## config.mk

```make
export PLATFORM = sky130hd
export DESIGN_NAME = line_buffer_ctrl_flat
export DESIGN_NICKNAME = d
export VERILOG_FILES = /design/src/rtl/line_buffer_ctrl_if.sv /design/src/rtl/line_buffer_ctrl.sv /design/src/flat_wrapper.sv
export SDC_FILE = /design/constraint.sdc
export NUM_CORES = 1
export LEC_CHECK = 0
export ABC_AREA = 1
export BUFFER_PORTS_ARGS = -buffer_cell sky130_fd_sc_hd__buf_2
export CAP_MARGIN = 20
export CORE_ASPECT_RATIO = 0.75
export CORE_MARGIN = 3
export CORE_UTILIZATION = 55
export DETAILED_ROUTE_END_ITERATION = 7
export PLACE_DENSITY = 0.94
export RECOVER_POWER = 100
export SYNTH_ARGS = -nofsm -noshare
export SYNTH_HDL_FRONTEND = slang
export SYNTH_SLANG_ARGS = --single-unit
```

## constraint.sdc

```tcl
create_clock -name clk -period 3.15 [get_ports clk]
set_clock_uncertainty 0.1 [all_clocks]
set_input_delay 0.63 -clock clk [delete_from_list [all_inputs] [get_ports clk]]
set_output_delay 0.63 -clock clk [all_outputs]
set_load 0.1 [all_outputs]
```

## src/rtl/line_buffer_ctrl_if.sv

```systemverilog
// Pixel-stream, line-buffer-feed and window handshake bundle for line_buffer_ctrl.
// master drives the stream and downstream ready; slave is the controller.
interface line_buffer_ctrl_if #(
  parameter int unsigned DW = 24,
  parameter int unsigned CW = 10,
  parameter int unsigned RW = 10
);
  logic          start;
  logic          s_valid;
  logic [DW-1:0] s_data;
  logic          s_ready;
  logic          shift_en;
  logic [DW-1:0] bf_nxt;
  logic          win_valid;
  logic          win_ready;
  logic [CW-1:0] win_col;
  logic [RW-1:0] win_row;
  logic          win_eol;
  logic          frame_done;

  modport master (
    output start, s_valid, s_data, win_ready,
    input  s_ready, shift_en, bf_nxt, win_valid, win_col, win_row, win_eol, frame_done
  );

  modport slave (
    input  start, s_valid, s_data, win_ready,
    output s_ready, shift_en, bf_nxt, win_valid, win_col, win_row, win_eol, frame_done
  );
endinterface

```

## src/rtl/line_buffer_ctrl.sv

```systemverilog
// Sequencer for the bicubic upscaler's line-buffer chain: prefill, stream, pad flush, drain.
// Shifts the common chain and announces each valid vertical window column.
module line_buffer_ctrl #(
  parameter int unsigned    IMG_W     = 960,
  parameter int unsigned    IMG_H     = 540,
  parameter int unsigned    NLINES    = 4,
  parameter int unsigned    PAD_ROWS  = 2,
  parameter int unsigned    DW        = 24,
  parameter logic [DW-1:0]  PAD_VALUE = '0,
  parameter int unsigned    CW        = 10,
  parameter int unsigned    RW        = 10
) (
  input logic              clk,
  input logic              rst,
  line_buffer_ctrl_if.slave bus
);

  localparam int unsigned   N_PRE        = NLINES - 1;
  localparam logic [CW-1:0] COL_LAST     = CW'(IMG_W - 1);
  localparam logic [RW-1:0] PRE_LAST_ROW = RW'(N_PRE - 1);
  localparam logic [RW-1:0] IN_LAST_ROW  = RW'(IMG_H - 1);
  localparam logic [RW-1:0] PAD_LAST_ROW = RW'(IMG_H + PAD_ROWS - 1);
  localparam logic [RW-1:0] ROW_OFS      = RW'(N_PRE);

  typedef enum logic [2:0] {
    StIdle,
    StPrefill,
    StStream,
    StFlush,
    StDrain
  } state_e;

  localparam state_e AfterInput = (PAD_ROWS > 0) ? StFlush : StDrain;

  state_e        state_q;
  logic [CW-1:0] col_q;
  logic [RW-1:0] row_q;
  logic          win_valid_q;
  logic [CW-1:0] win_col_q;
  logic [RW-1:0] win_row_q;
  logic          win_eol_q;
  logic          frame_done_q;

  logic          stall;
  logic          handshake;
  logic          shift;
  logic          win_shift;
  logic          s_ready;
  logic [DW-1:0] bf_nxt;
  logic          col_last;

  assign stall     = win_valid_q & ~bus.win_ready;
  assign handshake = win_valid_q & bus.win_ready;
  assign col_last  = (col_q == COL_LAST);

  // Shift and ready depend on the live win_ready so the taps freeze in the stall cycle itself.
  always_comb begin
    s_ready   = 1'b0;
    shift     = 1'b0;
    win_shift = 1'b0;
    bf_nxt    = bus.s_data;
    unique case (state_q)
      StPrefill: begin
        s_ready = 1'b1;
        shift   = bus.s_valid;
      end
      StStream: begin
        s_ready   = ~stall;
        shift     = bus.s_valid & ~stall;
        win_shift = shift;
      end
      StFlush: begin
        shift     = ~stall;
        win_shift = shift;
        bf_nxt    = PAD_VALUE;
      end
      default: begin
      end
    endcase
  end

  always_ff @(posedge clk or posedge rst) begin
    if (rst) begin
      state_q      <= StIdle;
      col_q        <= '0;
      row_q        <= '0;
      win_valid_q  <= 1'b0;
      win_col_q    <= '0;
      win_row_q    <= '0;
      win_eol_q    <= 1'b0;
      frame_done_q <= 1'b0;
    end else begin
      frame_done_q <= 1'b0;

      if (shift) begin
        if (col_last) begin
          col_q <= '0;
          row_q <= row_q + 1'b1;
        end else begin
          col_q <= col_q + 1'b1;
        end
      end

      // A window's position is the shift position relative to the first full window row.
      if (win_shift) begin
        win_valid_q <= 1'b1;
        win_col_q   <= col_q;
        win_row_q   <= row_q - ROW_OFS;
        win_eol_q   <= col_last;
      end else if (handshake) begin
        win_valid_q <= 1'b0;
        win_eol_q   <= 1'b0;
      end

      case (state_q)
        StIdle: begin
          if (bus.start) begin
            col_q     <= '0;
            row_q     <= '0;
            win_col_q <= '0;
            win_row_q <= '0;
            state_q   <= (N_PRE == 0) ? StStream : StPrefill;
          end
        end
        StPrefill: begin
          if (shift && col_last && (row_q == PRE_LAST_ROW)) begin
            state_q <= (N_PRE == IMG_H) ? AfterInput : StStream;
          end
        end
        StStream: begin
          if (shift && col_last && (row_q == IN_LAST_ROW)) begin
            state_q <= AfterInput;
          end
        end
        StFlush: begin
          if (shift && col_last && (row_q == PAD_LAST_ROW)) begin
            state_q <= StDrain;
          end
        end
        StDrain: begin
          if (!win_valid_q || bus.win_ready) begin
            frame_done_q <= 1'b1;
            state_q      <= StIdle;
          end
        end
        default: state_q <= StIdle;
      endcase
    end
  end

  assign bus.s_ready    = s_ready;
  assign bus.shift_en   = shift;
  assign bus.bf_nxt     = bf_nxt;
  assign bus.win_valid  = win_valid_q;
  assign bus.win_col    = win_col_q;
  assign bus.win_row    = win_row_q;
  assign bus.win_eol    = win_eol_q;
  assign bus.frame_done = frame_done_q;

endmodule

```

## src/flat_wrapper.sv

```systemverilog
// flat-port wrapper written by rule: the top's interface ports become plain ports
module line_buffer_ctrl_flat 
#(
  parameter int unsigned    IMG_W     = 960,
  parameter int unsigned    IMG_H     = 540,
  parameter int unsigned    NLINES    = 4,
  parameter int unsigned    PAD_ROWS  = 2,
  parameter int unsigned    DW        = 24,
  parameter logic [DW-1:0]  PAD_VALUE = '0,
  parameter int unsigned    CW        = 10,
  parameter int unsigned    RW        = 10
)
  (clk, rst, bus_start, bus_s_valid, bus_s_data, bus_win_ready, bus_s_ready, bus_shift_en, bus_bf_nxt, bus_win_valid, bus_win_col, bus_win_row, bus_win_eol, bus_frame_done);
  line_buffer_ctrl_if #(.DW(DW), .CW(CW), .RW(RW)) bus_i ();
  input logic clk;
  input logic rst;
  input wire logic [$bits(bus_i.start)-1:0] bus_start;
  input wire logic [$bits(bus_i.s_valid)-1:0] bus_s_valid;
  input wire logic [$bits(bus_i.s_data)-1:0] bus_s_data;
  input wire logic [$bits(bus_i.win_ready)-1:0] bus_win_ready;
  output wire logic [$bits(bus_i.s_ready)-1:0] bus_s_ready;
  output wire logic [$bits(bus_i.shift_en)-1:0] bus_shift_en;
  output wire logic [$bits(bus_i.bf_nxt)-1:0] bus_bf_nxt;
  output wire logic [$bits(bus_i.win_valid)-1:0] bus_win_valid;
  output wire logic [$bits(bus_i.win_col)-1:0] bus_win_col;
  output wire logic [$bits(bus_i.win_row)-1:0] bus_win_row;
  output wire logic [$bits(bus_i.win_eol)-1:0] bus_win_eol;
  output wire logic [$bits(bus_i.frame_done)-1:0] bus_frame_done;
  assign bus_i.start = bus_start;
  assign bus_i.s_valid = bus_s_valid;
  assign bus_i.s_data = bus_s_data;
  assign bus_i.win_ready = bus_win_ready;
  assign bus_s_ready = bus_i.s_ready;
  assign bus_shift_en = bus_i.shift_en;
  assign bus_bf_nxt = bus_i.bf_nxt;
  assign bus_win_valid = bus_i.win_valid;
  assign bus_win_col = bus_i.win_col;
  assign bus_win_row = bus_i.win_row;
  assign bus_win_eol = bus_i.win_eol;
  assign bus_frame_done = bus_i.frame_done;
  line_buffer_ctrl #(.IMG_W(IMG_W), .IMG_H(IMG_H), .NLINES(NLINES), .PAD_ROWS(PAD_ROWS), .DW(DW), .PAD_VALUE(PAD_VALUE), .CW(CW), .RW(RW)) u_core (.clk(clk), .rst(rst), .bus(bus_i));
endmodule
```

==> run summary <==
Synthesis-to-layout area growth -> 15.4%
EDFF count, synth -> 0
Post-synthesis compound-gate area fraction -> 13.1%
Sequential area share after synthesis -> 42.7%
Core region area -> 0.00460 mm²
CP endpoint kind -> primary output
Global placement routability congestion -> 0.914
Via Count -> 2,490
Post-route design area -> 0.00311 mm²
Setup violators final -> 0
Placed Area -> 0.00311 mm²
Die footprint -> 0.00579 mm²
Synthesized flop and latch total -> 46
Delay-heaviest family, CP -> simple AND/OR/NAND/NOR gates
Initial drt markers -> 188
Wirelength per Cell -> 12.6 µm
Worst Hold Class -> in -> async
Worst endpoint data arrival time -> 1960 ps
Post-synth top flop -> dfrtp_1
Share of cells above drive strength 1 -> 17.3%
Mean post-synth cell area -> 7.42 µm²
Worst-margin pin slew -> 1450 ps
Crit Path Class -> reg -> out
Die X-Extent -> 86.8 µm
# IOs -> 78
Crit start category -> register
Post-route DRC -> 0
Initial antenna violation count -> 0
Max Fanout on Critical Path -> 14
CTS tree -> done
Share of the synthesized area in the top cell type -> 42.7%
Required time worst endpoint -> 2420 ps
Post-synthesis cell type count -> 34
DRT Pass-1 Iters -> 5
Area leader, netlist -> dfrtp_1
Global route overflow -> 0
Synth area leaders -> dfrtp_1 43%, nor2_1 9.7%, inv_1 8.9%, nand2_1 6.4%, o21ai_0 5.2%
# diodes -> 0
Final worst path period share -> 85.3%
Post-CTS Setup Inserts -> 0
Reg clk slew, reported paths -> 90 ps
CTS max path bufs -> 2
Slew headroom -> 3.33%
Busiest layer in global routing -> met2
Site Rows -> 21
NumNets Final -> 471
CTS HTree Levels -> 2
FMAX -> 372 MHz
Synth Area in Simple Gates -> 29.4%
First-pass GRT wire length -> 10,200 µm
Synth cell count leaders -> 70 x nor2_1, 64 x inv_1, 46 x dfrtp_1, 46 x nand2_1, 28 x o21ai_0
Run status -> finished clean
Most common cell in the netlist -> nor2_1
Hold Vio Cnt, Final -> 0
Post-CTS sizing -> 0
Mapped Nets -> 396
Starting Density -> 58.6%
Syn Inst Count -> 363
Crit path time final -> 2690 ps
MaxCap Viol Count -> 0
Worst-Skew Late Latency -> 300 ps
Met2 Use GR -> 35.6%
Fin Setup TNS -> 0 ps
Hold_buf cts -> 0
Clock sinks -> 46
Port bufs -> 77
Buffers & Inverters on Critical Path -> 2
CP max stage cell -> clkbuf_2
Max incr delay on CP -> 490 ps
Root Buffer -> clkbuf_8
Post-Route WL -> 6240 µm
Final Max Slew Viols -> 0
Post-Synth Adder-Cell Area -> 1.86%
RSZ-0062 raised after global routing -> no
Post-synthesis async set-or-reset flop share -> 100%
Vias in the first global route -> 2,322
Inserted Clock Buffers -> 5
Met3 Use GR -> 4.20%
Post-Syn Area -> 0.00270 mm²
Post-synthesis xor/xnor area fraction -> 1.30%
Vias per inst -> 5.02
Crit path cell chain -> inv_1 > nor2_1 > nand3_4 > nand2_4 > clkbuf_2
Multiplexer share of the synthesized area -> 0%
Pin count of the biggest net entering global routing -> 32
Met1 Use GR -> 31.5%
Hpwl dp -> 4750 µm
Die height -> 66.6 µm
YS warnings -> 0
Main combinational cell family by area after synthesis -> simple AND/OR/NAND/NOR gates
Final ANT Viol Nets -> 0
Global Route Usage Sum -> 22.4%
[state kept, by name, summed over array words and instances (netlist names)]
register and flops:
u_core.bus.frame_done 1, u_core.bus.win_col 10, u_core.bus.win_valid 1, u_core.bus.win_eol 1, u_core.bus.win_row 10, u_core.state_q 3, u_core.col_q 10, u_core.row_q 10
[logic make-up after synthesis]
logic type / Yosys count
compound gates: 65
xor+xnor: 4
fa+ha+maj: 4
buf+inv: 79
flops: 46
simple gates: 165
[final timing paths]
| check | start | cells after the start | slack, ps | endpoint |
|---|---|---|---|---|
| max | u_core.state_q[1]$_DFFE_PP0P_ | 5 | 460 | bus_shift_en |
| min | rst | 2 | 230 | u_core.bus.win_row[3]$_DFF_PP0_ |
| max reg2reg | u_core.col_q[0]$_DFF_PP0_ | 10 | 760 | u_core.row_q[9]$_DFF_PP0_ |
| min reg2reg | u_core.bus.win_row[1]$_DFF_PP0_ | 1 | 410 | u_core.bus.win_row[1]$_DFF_PP0_ |
| max in group asynchronous | rst | 3 | 1020 | u_core.row_q[3]$_DFF_PP0_ |
| min in group clk | u_core.bus.win_row[1]$_DFF_PP0_ | 1 | 410 | u_core.bus.win_row[1]$_DFF_PP0_ |
[final cells by class]
class	instances	area, µm²
Timing Repair Buffer	79	367
Fill cell	396	1490
Clock buffer	6	72.6
Inverter	68	255
Tap cell	57	71.3
Sequential cell	46	1150
Multi-Input combinational cell	238	1180
Clock inverter	2	13.8
[placed cells by master (no fill, tap or decap), types with 21 or more instances in the layout]
cell,Yosys,final
nor2_1,70,75
clkbuf_2,0,24
o21ai_0,28,27
dfrtp_1,46,46
nand2_1,46,47
inv_1,64,65
clkbuf_1,4,26
buf_2,5,29
nand3_1,21,21
a21oi_1,23,23
[layer usage]
layer	routed length, µm	vias to the layer above
met5	0	-
met4	55	0
met3	309	6
met2	2960	64
met1	2920	1142
li1	-	1278
[worst register-to-register path, delay by kind of cell (launching register included)]
family | cells | cell delay [ps]
adder cells (fa/ha/maj) | 1 | 250
buffers and inverters | 1 | 60
flip-flops | 1 | 440
AND/OR/NAND/NOR | 8 | 1440
[metrics by stage]
| stage | hold WS [ps] | util, % | setup WS (ps) | cells |
|---|---|---|---|---|
| 6_report | 227 | 67.6 | 462 | 496 |
| 5_1_grt | 266 | 67.6 | 326 | 496 |
| 4_1_cts | 248 | 69.6 | 600 | 496 |
| 3_5_place_dp | 388 | 67.7 | 623 | 488 |
| 3_3_place_gp | 380 | 67.7 | 687 | 488 |
| 2_1_floorplan | 394 | - | 371 | 363 |
Power is not shown: default switching activity piles up to over one toggle a cycle in this logic, so the estimate is an artifact.
